## config.mk

```make
export PLATFORM = sky130hd
export DESIGN_NAME = cdb_arbiter
export DESIGN_NICKNAME = d
export VERILOG_FILES = /design/src/rtl/cdb_arbiter.sv
export SDC_FILE = /design/constraint.sdc
export NUM_CORES = 1
export LEC_CHECK = 0
export ABC_AREA = 0
export CORE_UTILIZATION = 30
export CTS_BUF_LIST = sky130_fd_sc_hd__clkbuf_4 sky130_fd_sc_hd__clkbuf_8
export DETAILED_ROUTE_END_ITERATION = 10
export SKIP_CTS_REPAIR_TIMING = 1
export SYNTH_ARGS = -nofsm -noshare
export SYNTH_HDL_FRONTEND = slang
export SYNTH_SLANG_ARGS = --single-unit
```

## constraint.sdc

```tcl
create_clock -name clk -period 9.8 [get_ports clk]
set_input_delay 0.98 -clock clk [delete_from_list [all_inputs] [get_ports clk]]
set_output_delay 0.98 -clock clk [all_outputs]
set_load 0.03 [all_outputs]
```

## src/rtl/cdb_arbiter.sv

```systemverilog
// Round-robin arbiter that grants up to N_CDB result requesters per cycle and
// registers the winners onto the common data bus lanes (1-cycle latency).
module cdb_arbiter #(
   parameter int N_REQ         = 4,
   parameter int N_CDB         = 2,
   parameter int ROB_SIZE_CLOG = 5,
   parameter int SRC_LEN       = 5,
   parameter int DATA_LEN      = 32
) (
   input  logic                               clk,
   input  logic                               rst,
   input  logic                               flush,
   input  logic [N_REQ-1:0]                   req_val,
   input  logic [N_REQ*ROB_SIZE_CLOG-1:0]     req_robid,
   input  logic [N_REQ*SRC_LEN-1:0]           req_rd,
   input  logic [N_REQ-1:0]                   req_rfwrite,
   input  logic [N_REQ*DATA_LEN-1:0]          req_data,
   output logic [N_REQ-1:0]                   req_rdy,
   output logic [N_CDB-1:0]                   cdb_val,
   output logic [N_CDB*ROB_SIZE_CLOG-1:0]     cdb_robid,
   output logic [N_CDB*SRC_LEN-1:0]           cdb_rd,
   output logic [N_CDB-1:0]                   cdb_rfwrite,
   output logic [N_CDB*DATA_LEN-1:0]          cdb_data,
   output logic [N_CDB*$clog2(N_REQ)-1:0]     cdb_src
);
   localparam int IW = $clog2(N_REQ);
   localparam int CW = $clog2(N_CDB + 1);

   logic [ROB_SIZE_CLOG-1:0] w_robid [N_REQ];
   logic [SRC_LEN-1:0]       w_rd    [N_REQ];
   logic [DATA_LEN-1:0]      w_data  [N_REQ];
   logic [IW-1:0]            w_lane_src [N_CDB];
   logic [N_CDB-1:0]         w_lane_val;
   logic [N_REQ-1:0]         w_rdy;
   logic [CW-1:0]            w_cnt;
   logic [IW:0]              w_idx;
   logic [IW-1:0]            w_last;
   logic [IW:0]              w_inc;
   logic [IW-1:0]            w_ptr_next;

   logic [IW-1:0]                   r_rr_ptr;
   logic [N_CDB-1:0]                r_cdb_val;
   logic [N_CDB*ROB_SIZE_CLOG-1:0]  r_cdb_robid;
   logic [N_CDB*SRC_LEN-1:0]        r_cdb_rd;
   logic [N_CDB-1:0]                r_cdb_rfwrite;
   logic [N_CDB*DATA_LEN-1:0]       r_cdb_data;
   logic [N_CDB*IW-1:0]             r_cdb_src;

   genvar gi, gk;
   generate
      for (gi = 0; gi < N_REQ; gi++) begin : g_unpack
         assign w_robid[gi] = req_robid[gi*ROB_SIZE_CLOG +: ROB_SIZE_CLOG];
         assign w_rd[gi]    = req_rd[gi*SRC_LEN +: SRC_LEN];
         assign w_data[gi]  = req_data[gi*DATA_LEN +: DATA_LEN];
      end
   endgenerate

   // Scan from the rotating pointer; the j-th requester found fills lane j.
   always_comb begin
      w_rdy      = '0;
      w_lane_val = '0;
      w_cnt      = '0;
      w_idx      = '0;
      w_last     = r_rr_ptr;
      for (int k = 0; k < N_CDB; k++) w_lane_src[k] = '0;
      for (int s = 0; s < N_REQ; s++) begin
         w_idx = {1'b0, r_rr_ptr} + (IW+1)'(s);
         if (w_idx >= (IW+1)'(N_REQ)) w_idx = w_idx - (IW+1)'(N_REQ);
         if (rst && !flush && req_val[w_idx[IW-1:0]] && (w_cnt < CW'(N_CDB))) begin
            for (int k = 0; k < N_CDB; k++) begin
               if (w_cnt == CW'(k)) begin
                  w_lane_src[k] = w_idx[IW-1:0];
                  w_lane_val[k] = 1'b1;
               end
            end
            w_rdy[w_idx[IW-1:0]] = 1'b1;
            w_last               = w_idx[IW-1:0];
            w_cnt                = w_cnt + CW'(1);
         end
      end
      w_inc      = {1'b0, w_last} + (IW+1)'(1);
      w_ptr_next = (w_inc == (IW+1)'(N_REQ)) ? '0 : w_inc[IW-1:0];
   end

   assign req_rdy = w_rdy;

   always_ff @(posedge clk or negedge rst) begin
      if (!rst) begin
         r_rr_ptr      <= '0;
         r_cdb_val     <= '0;
         r_cdb_robid   <= '0;
         r_cdb_rd      <= '0;
         r_cdb_rfwrite <= '0;
         r_cdb_data    <= '0;
         r_cdb_src     <= '0;
      end else begin
         if (w_cnt != '0) r_rr_ptr <= w_ptr_next;
         r_cdb_val <= w_lane_val;
         for (int k = 0; k < N_CDB; k++) begin
            r_cdb_robid[k*ROB_SIZE_CLOG +: ROB_SIZE_CLOG] <= w_lane_val[k] ? w_robid[w_lane_src[k]] : '0;
            r_cdb_rd[k*SRC_LEN +: SRC_LEN]                <= w_lane_val[k] ? w_rd[w_lane_src[k]] : '0;
            r_cdb_rfwrite[k]                              <= w_lane_val[k] & req_rfwrite[w_lane_src[k]];
            r_cdb_data[k*DATA_LEN +: DATA_LEN]            <= w_lane_val[k] ? w_data[w_lane_src[k]] : '0;
            r_cdb_src[k*IW +: IW]                         <= w_lane_src[k];
         end
      end
   end

   assign cdb_val     = r_cdb_val;
   assign cdb_robid   = r_cdb_robid;
   assign cdb_rd      = r_cdb_rd;
   assign cdb_rfwrite = r_cdb_rfwrite;
   assign cdb_data    = r_cdb_data;
   assign cdb_src     = r_cdb_src;

   // A requester may drive at most one valid lane; stalled payloads must hold.
   logic [N_CDB-1:0] w_hit [N_REQ];
   generate
      for (gi = 0; gi < N_REQ; gi++) begin : g_chk
         for (gk = 0; gk < N_CDB; gk++) begin : g_lane
            assign w_hit[gi][gk] = r_cdb_val[gk] && (r_cdb_src[gk*IW +: IW] == IW'(gi));
         end
         a_onehot: assert property (@(posedge clk) disable iff (!rst) $onehot0(w_hit[gi]));
         a_rdy_val: assert property (@(posedge clk) disable iff (!rst) !(req_rdy[gi] && !req_val[gi]));
         a_hold: assert property (@(posedge clk) disable iff (!rst)
            (req_val[gi] && !req_rdy[gi] && !flush) |=>
            (req_val[gi] && $stable({w_robid[gi], w_rd[gi], req_rfwrite[gi], w_data[gi]})));
      end
   endgenerate
endmodule

```

* After elaboration in Yosys (flattened, before gate mapping) *
Index checks and enable logic that the tools add are counted.

cells by class
  add/subtract/negate cells = 11
  order comparisons = 19
  equality and inequality tests = 4
  mux-type cells = 81
  bitwise logic cells = 7
  reductions and logical operators = 17

operators by type and width
  kind                                                                                 number
  32-bit two-way mux                                                                   6
  32-bit binary-select mux with 2-bit select                                           2
  5-bit two-way mux                                                                    12
  2-bit two-way mux                                                                    22
  5-bit binary-select mux with 2-bit select                                            4
  4-bit two-way mux                                                                    7
  2-bit by 3-bit less-than comparator with 1-bit output, second input constant         6
  1-bit two-way mux                                                                    18
  3-bit greater-or-equal comparator, second input constant                             5
  1-bit binary-select mux with 2-bit select                                            6
  1-bit logical AND                                                                    12
  4-bit OR                                                                             3
  1-bit demux with 2-bit select                                                        4
  2-bit by 1-bit greater-or-equal comparator with 1-bit output, second input constant  4
  2-bit by 1-bit subtractor with 2-bit output, second input constant                   4
  2-bit by 1-bit adder with 2-bit output, second input constant                        3
  2-bit by 1-bit adder with 3-bit output, second input constant                        2
  2-bit by 2-bit adder with 3-bit output, second input constant                        2
  2-bit by 1-bit == test with 1-bit output, second input constant                      3
  2-bit zero test                                                                      3
  2-bit less-than comparator, second input constant                                    3
  2-bit inverter with 3-bit output                                                     2
  3-bit == test, second input constant                                                 1
  2-bit by 3-bit greater-or-equal comparator with 1-bit output, second input constant  1
  other kinds (3)                                                                      4

word-level totals
  register bits = 94
  input bits = 179
  output and inout port bits = 96
  logic and storage cells = 146

* Longest topological paths before layout *
  word-level depth = 20
  mapped depth = 22
  depth with buffers taken out = 16

* Worst setup path before layout *
No wires, ideal clock.

  path kind = register to register
  start point = register r_rr_ptr[0]
  end point = register r_cdb_data[32] (netlist: cdb_data[32])
  library setup time = 138 ps
  data arrival time = 5366 ps
  data required time = 9662 ps
  setup slack = 4295 ps
  cell stages (with the launch flop) = 22
  buffers on the path = 6
  clock period less this slack = 5505 ps
  cells stage by stage = dfrtp_1 buf_2 buf_2 inv_1 ha_1 clkbuf_1 clkbuf_1 or3_1 nand2_1 ha_1 nor3b_1 nand2_1 a21oi_1 ha_1 or4bb_1 o32ai_1 nand3_1 mux2i_1 buf_2 buf_2 mux2i_1 o22ai_1

between the ends
  cells in the longest elaborated chain, start to end = 20
  elaborated cells between the ends (all ways) = 58
  classes of those cells = 9 x add/sub; 7 x order compare; 3 x eq/ne; 31 x mux; 1 x bitwise; 7 x reduce/logical

ends and longest elaborated chain
  item                                                                                                                         RTL line  RTL
  from (decl)                                                                                                                  41        logic [IW-1:0] r_rr_ptr;
  from (signal assigned)                                                                                                       97        if (w_cnt != '0) r_rr_ptr <= w_ptr_next;
  2-bit by 3-bit greater-or-equal comparator with 1-bit output or 2-bit by 1-bit subtractor with 2-bit output (tied branches)  68        if (w_idx >= (IW+1)'(N_REQ)) w_idx = w_idx - (IW+1)'(N_REQ);
  2-bit two-way mux                                                                                                            68
  1-bit binary-select mux with 2-bit select                                                                                    69        if (rst && !flush && req_val[w_idx[IW-1:0]] && (w_cnt < CW'(N_CDB))) begin
  1-bit two-way mux (not written as such)                                                                                      69
  1-bit logical AND                                                                                                            69
  1-bit two-way mux                                                                                                            69
  2-bit less-than comparator                                                                                                   69
  1-bit logical AND                                                                                                            69
  (+3 left out)                                                                                                                -
  2-bit two-way mux                                                                                                            69
  2-bit less-than comparator or 2-bit by 1-bit == test with 1-bit output (tied branches)                                       69, 71
  1-bit logical AND or 2-bit two-way mux (tied branches)                                                                       69, 71
  4-bit two-way mux                                                                                                            69
  2-bit inverter with 3-bit output (not written as such)                                                                       103       r_cdb_data[k*DATA_LEN +: DATA_LEN] <= w_lane_val[k] ? w_data[w_lane_src[k]] : '0;
  32-bit binary-select mux with 2-bit select                                                                                   103
  32-bit two-way mux (not written as such) (2 in series)                                                                       103
  32-bit two-way mux (*)                                                                                                       103
  to (signal, indexed assignment)                                                                                              103
  to (decl)                                                                                                                    46        logic [N_CDB*DATA_LEN-1:0] r_cdb_data;

Mark *: on every way between the ends. The rest lies on a longest branch, timed or not. The select of a mux whose other input is x is not followed.
A chain may end at the register's enable or synchronous reset.

* Worst setup path in the final report *
  start point = register r_rr_ptr[0]
  end point = output port req_rdy[2]

between the ends
  cells in the longest elaborated chain, start to end = 15
  elaborated cells between the ends (all ways) = 65
  classes of those cells = 9 x add/sub; 15 x order compare; 27 x mux; 3 x bitwise; 11 x reduce/logical

ends and longest elaborated chain
  item                                                                                                                         RTL line  RTL
  2-bit by 3-bit greater-or-equal comparator with 1-bit output or 2-bit by 1-bit subtractor with 2-bit output (tied branches)  68
  2-bit two-way mux                                                                                                            68
  1-bit binary-select mux with 2-bit select                                                                                    69
  1-bit two-way mux (not written as such)                                                                                      69
  1-bit logical AND                                                                                                            69
  1-bit two-way mux                                                                                                            69
  2-bit less-than comparator                                                                                                   69
  1-bit logical AND                                                                                                            69
  2-bit two-way mux                                                                                                            69
  2-bit less-than comparator                                                                                                   69
  1-bit logical AND                                                                                                            69
  2-bit two-way mux                                                                                                            69
  2-bit less-than comparator                                                                                                   69
  1-bit logical AND                                                                                                            69
  4-bit two-way mux (*)                                                                                                        69
  to (decl)                                                                                                                    18        output logic [N_REQ-1:0] req_rdy,

Marked as above.

==> impl_metrics.json <==
{
  "status": "complete, no violations",
  "area_growth_pct": 55.1,
  "diodes": 0,
  "worst_slew_pin_slew_ns": 1.12,
  "netlist_area_sq_mm": 0.00579,
  "nets": 969,
  "hp-class": "input pin to async pin",
  "rsz0062_at_grt": "no",
  "layout_common_cells": "clkdlybuf4s50_1, mux2i_1, dfrtp_1",
  "power_density_mw_per_mm2": 242,
  "gr-usage-met3_pct": 5.64,
  "placedCellCount": 1024,
  "cts_root_buf": "clkbuf_8",
  "crit_end": "req_rdy[2]",
  "overflow": 0,
  "grt_pass1_wl_um": 31500,
  "layout.cells.non_filler": 1039,
  "cts_tree": "built",
  "finalHoldViolations": 0,
  "finalSetupViolCount": 0,
  "drv_slew": 0,
  "avgSynthCellArea_sq_um": 11.1,
  "crit_path_end_kind": "output pin",
  "place.gp.congestion": 0.850,
  "rows": 50,
  "die_x_um": 141,
  "met1_usage_pct": 23.6,
  "reg2reg_from": "r_rr_ptr[0]",
  "ys_ff_latch": 94,
  "whs_ns": 0.557,
  "grt_use_met2_pct": 36.1,
  "drt_iter0_drc": 262,
  "ios": 275,
  "worstReg2RegEnd": "cdb_data[50]",
  "grt_most_used_layer": "met2",
  "p_int_uw": 1190,
  "postRouteWirelength_um": 20300,
  "finalCritPeriodShare_pct": 70.0,
  "vias": 5409,
  "die_h_um": 141,
  "p_comb_share_pct": 62.6,
  "maxCapViolCount": 0,
  "drive_above_1_share_pct": 5.39,
  "clkSinkCount": 94,
  "yosysSeqAreaShare_pct": 40.6,
  "ys_async_sr_fraction_pct": 100,
  "drc": 0,
  "grt_use_total_pct": 20.5,
  "io_buffers": 274,
  "post-dp-hpwl_um": 14700,
  "synth_top_cell_by_area": "dfrtp_1",
  "yosys_warnings": 0,
  "synth_fp_nets": 717,
  "p_clk_share_pct": 12.5,
  "cts_buffer_depth": 2,
  "tns_ns": 0,
  "fin_crit_ns": 6.86,
  "startpoint": "r_rr_ptr[0]",
  "ant_nets": 0,
  "wl_per_cell_um": 19.6,
  "htree_levels": 3,
  "clk_pin_slew_ns": 0.09,
  "fp.dieArea_sq_mm": 0.0199,
  "fin_area_sq_mm": 0.00898,
  "cp.required_ns": 8.82,
  "ys_top_cells_by_area": "dfrtp_1, mux2i_1, o22ai_1, ha_1, clkbuf_1",
  "finClkSkew_ns": 0.0159,
  "grt_pass1_vias": 5812,
  "irDropWorstVdd_v": 0.0000916,
  "switchingPower_uw": 985,
  "layout_commonest_cell": "clkdlybuf4s50_1",
  "fmax_mhz": 146,
  "synth_ff_type": "dfrtp_1",
  "start_kind": "flop",
  "timing.slew.headroom_pct": 25.2,
  "p_seq_share_pct": 24.9,
  "dr.pass1.iters": 8,
  "grt_max_degree": 66,
  "timing.critical_path.arrival_ns": 5.88,
  "cp_max_fo": 20,
  "p_leak_uw": 0.00344,
  "synth_edf_count": 0,
  "core_area_sq_mm": 0.0188,
  "synth.distinct_cells": 46,
  "cts_buffers": 9,
  "pre_cts_slack_ns": 3.21,
  "initial_utilization_pct": 30.7,
  "reg2reg_slack_ns": 3.06,
  "setup_ws_ns": 2.94,
  "critical_path_class": "flop to output pin",
  "fill_cells": 1723,
  "vias_per_cell": 5.21,
  "insertion_delay_ns": 0.38,
  "antenna_found_initial": 0,
  "p_sw_share_pct": 45.3,
  "synthCells": 523,
  "dpl_cell_area_sq_mm": 0.00879,
  "synth.top_cell.area_share_pct": 40.6,
  "reg2reg_depth": 15
}
-- power by group through the flow --
stage,clock (uW),combinational [uW],sequential (uW)
after global placement,0,1350,548
after CTS,283,1370,543
final,273,1360,542
after floorplan,0,699,722
after global routing,300,1440,554
after detailed placement,0,1370,549
-- flip-flops by register name, indices dropped and copies added (netlist names) --
name / flops
cdb_rfwrite: 2
cdb_src: 4
cdb_data: 64
r_rr_ptr: 2
cdb_robid: 10
cdb_val: 2
cdb_rd: 10
-- critical path: stages, from the launching register on --
cell	delay (ns)
dfrtp_1	0.86
inv_1	0.34
ha_1	0.75
or3_1	0.25
nand2_1	0.22
ha_1	0.35
nor3b_1	0.77
nand2_1	0.33
a221oi_2	0.75
nand2_1	0.11
nand2_1	0.10
clkdlybuf4s50_1	0.67
-- per-stage QoR --
stage          util [%]  total power (uW)
5_1_grt            47.7              2300
2_1_floorplan         -              1420
3_3_place_gp       46.7              1900
4_1_cts            47.7              2190
3_5_place_dp       46.7              1910
6_report           47.7              2180
-- cells in the mapped netlist, types with 2 or more instances --
| master | instances |
|---|---|
| nand2b_1 | 2 |
| dfrtp_1 | 94 |
| o21ai_0 | 4 |
| mux2_2 | 3 |
| and3_1 | 4 |
| a21bo_2 | 3 |
| o22ai_1 | 88 |
| nand2_1 | 21 |
| a32oi_1 | 2 |
| buf_2 | 14 |
| buf_4 | 3 |
| or4bb_1 | 2 |
| clkbuf_1 | 25 |
| a222oi_1 | 4 |
| o211ai_1 | 2 |
| nand3_1 | 7 |
| and2_1 | 4 |
| o32ai_1 | 2 |
| ha_1 | 15 |
| mux2i_1 | 179 |
| inv_1 | 8 |
| a21oi_1 | 7 |
| or3_1 | 3 |
| nor2b_1 | 2 |
| o21bai_1 | 2 |
| mux4_2 | 2 |
| nor2_1 | 2 |
-- logic make-up after synthesis --
logic type | Yosys count | share of synthesized area [%]
muxes | 184 | 32.3
AOI/OAI and AO/OA | 125 | 14.9
DFF | 94 | 40.6
and+or+nand+nor | 54 | 5.01
buffers and inverters | 50 | 3.74
adders and majority gates | 15 | 3.24
xor gates and xnor gates | 1 | 0.151
-- per-layer routing --
layer / vias up / part of all wire [%] / wire length (um)
met1: 2619 / 40 / 8200
met4: 0 / 2.2 / 450
met5: - / 0 / 0
met2: 248 / 50 / 10100
met3: 26 / 7.6 / 1540
li1: 2516 / - / -
-- worst min-delay path by stage --
stage | startpoint | endpoint | slack, ns | depth (start not counted)
finish | rst | cdb_data[24] | 0.56 | 1
global route | rst | cdb_data[56] | 0.56 | 1
CTS | rst | cdb_data[24] | 0.55 | 1
detailed placement | rst | cdb_data[24] | 0.97 | 1
global placement | rst | cdb_data[24] | 0.98 | 1
floorplan | rst | cdb_data[0] | 0.68 | 0
-- layout make-up --
type	instances	area [sq um]	share of cell area, %
Clock buffer	9	124	1.38
Inverter	8	30.0	0.334
Multi-Input combinational cell	379	3270	36.4
Tap cell	260	325	3.62
Timing Repair Buffer	283	2810	31.3
Clock inverter	6	71.3	0.794
Sequential cell	94	2350	26.2
Note: power is estimated with default switching activity, not from simulation.
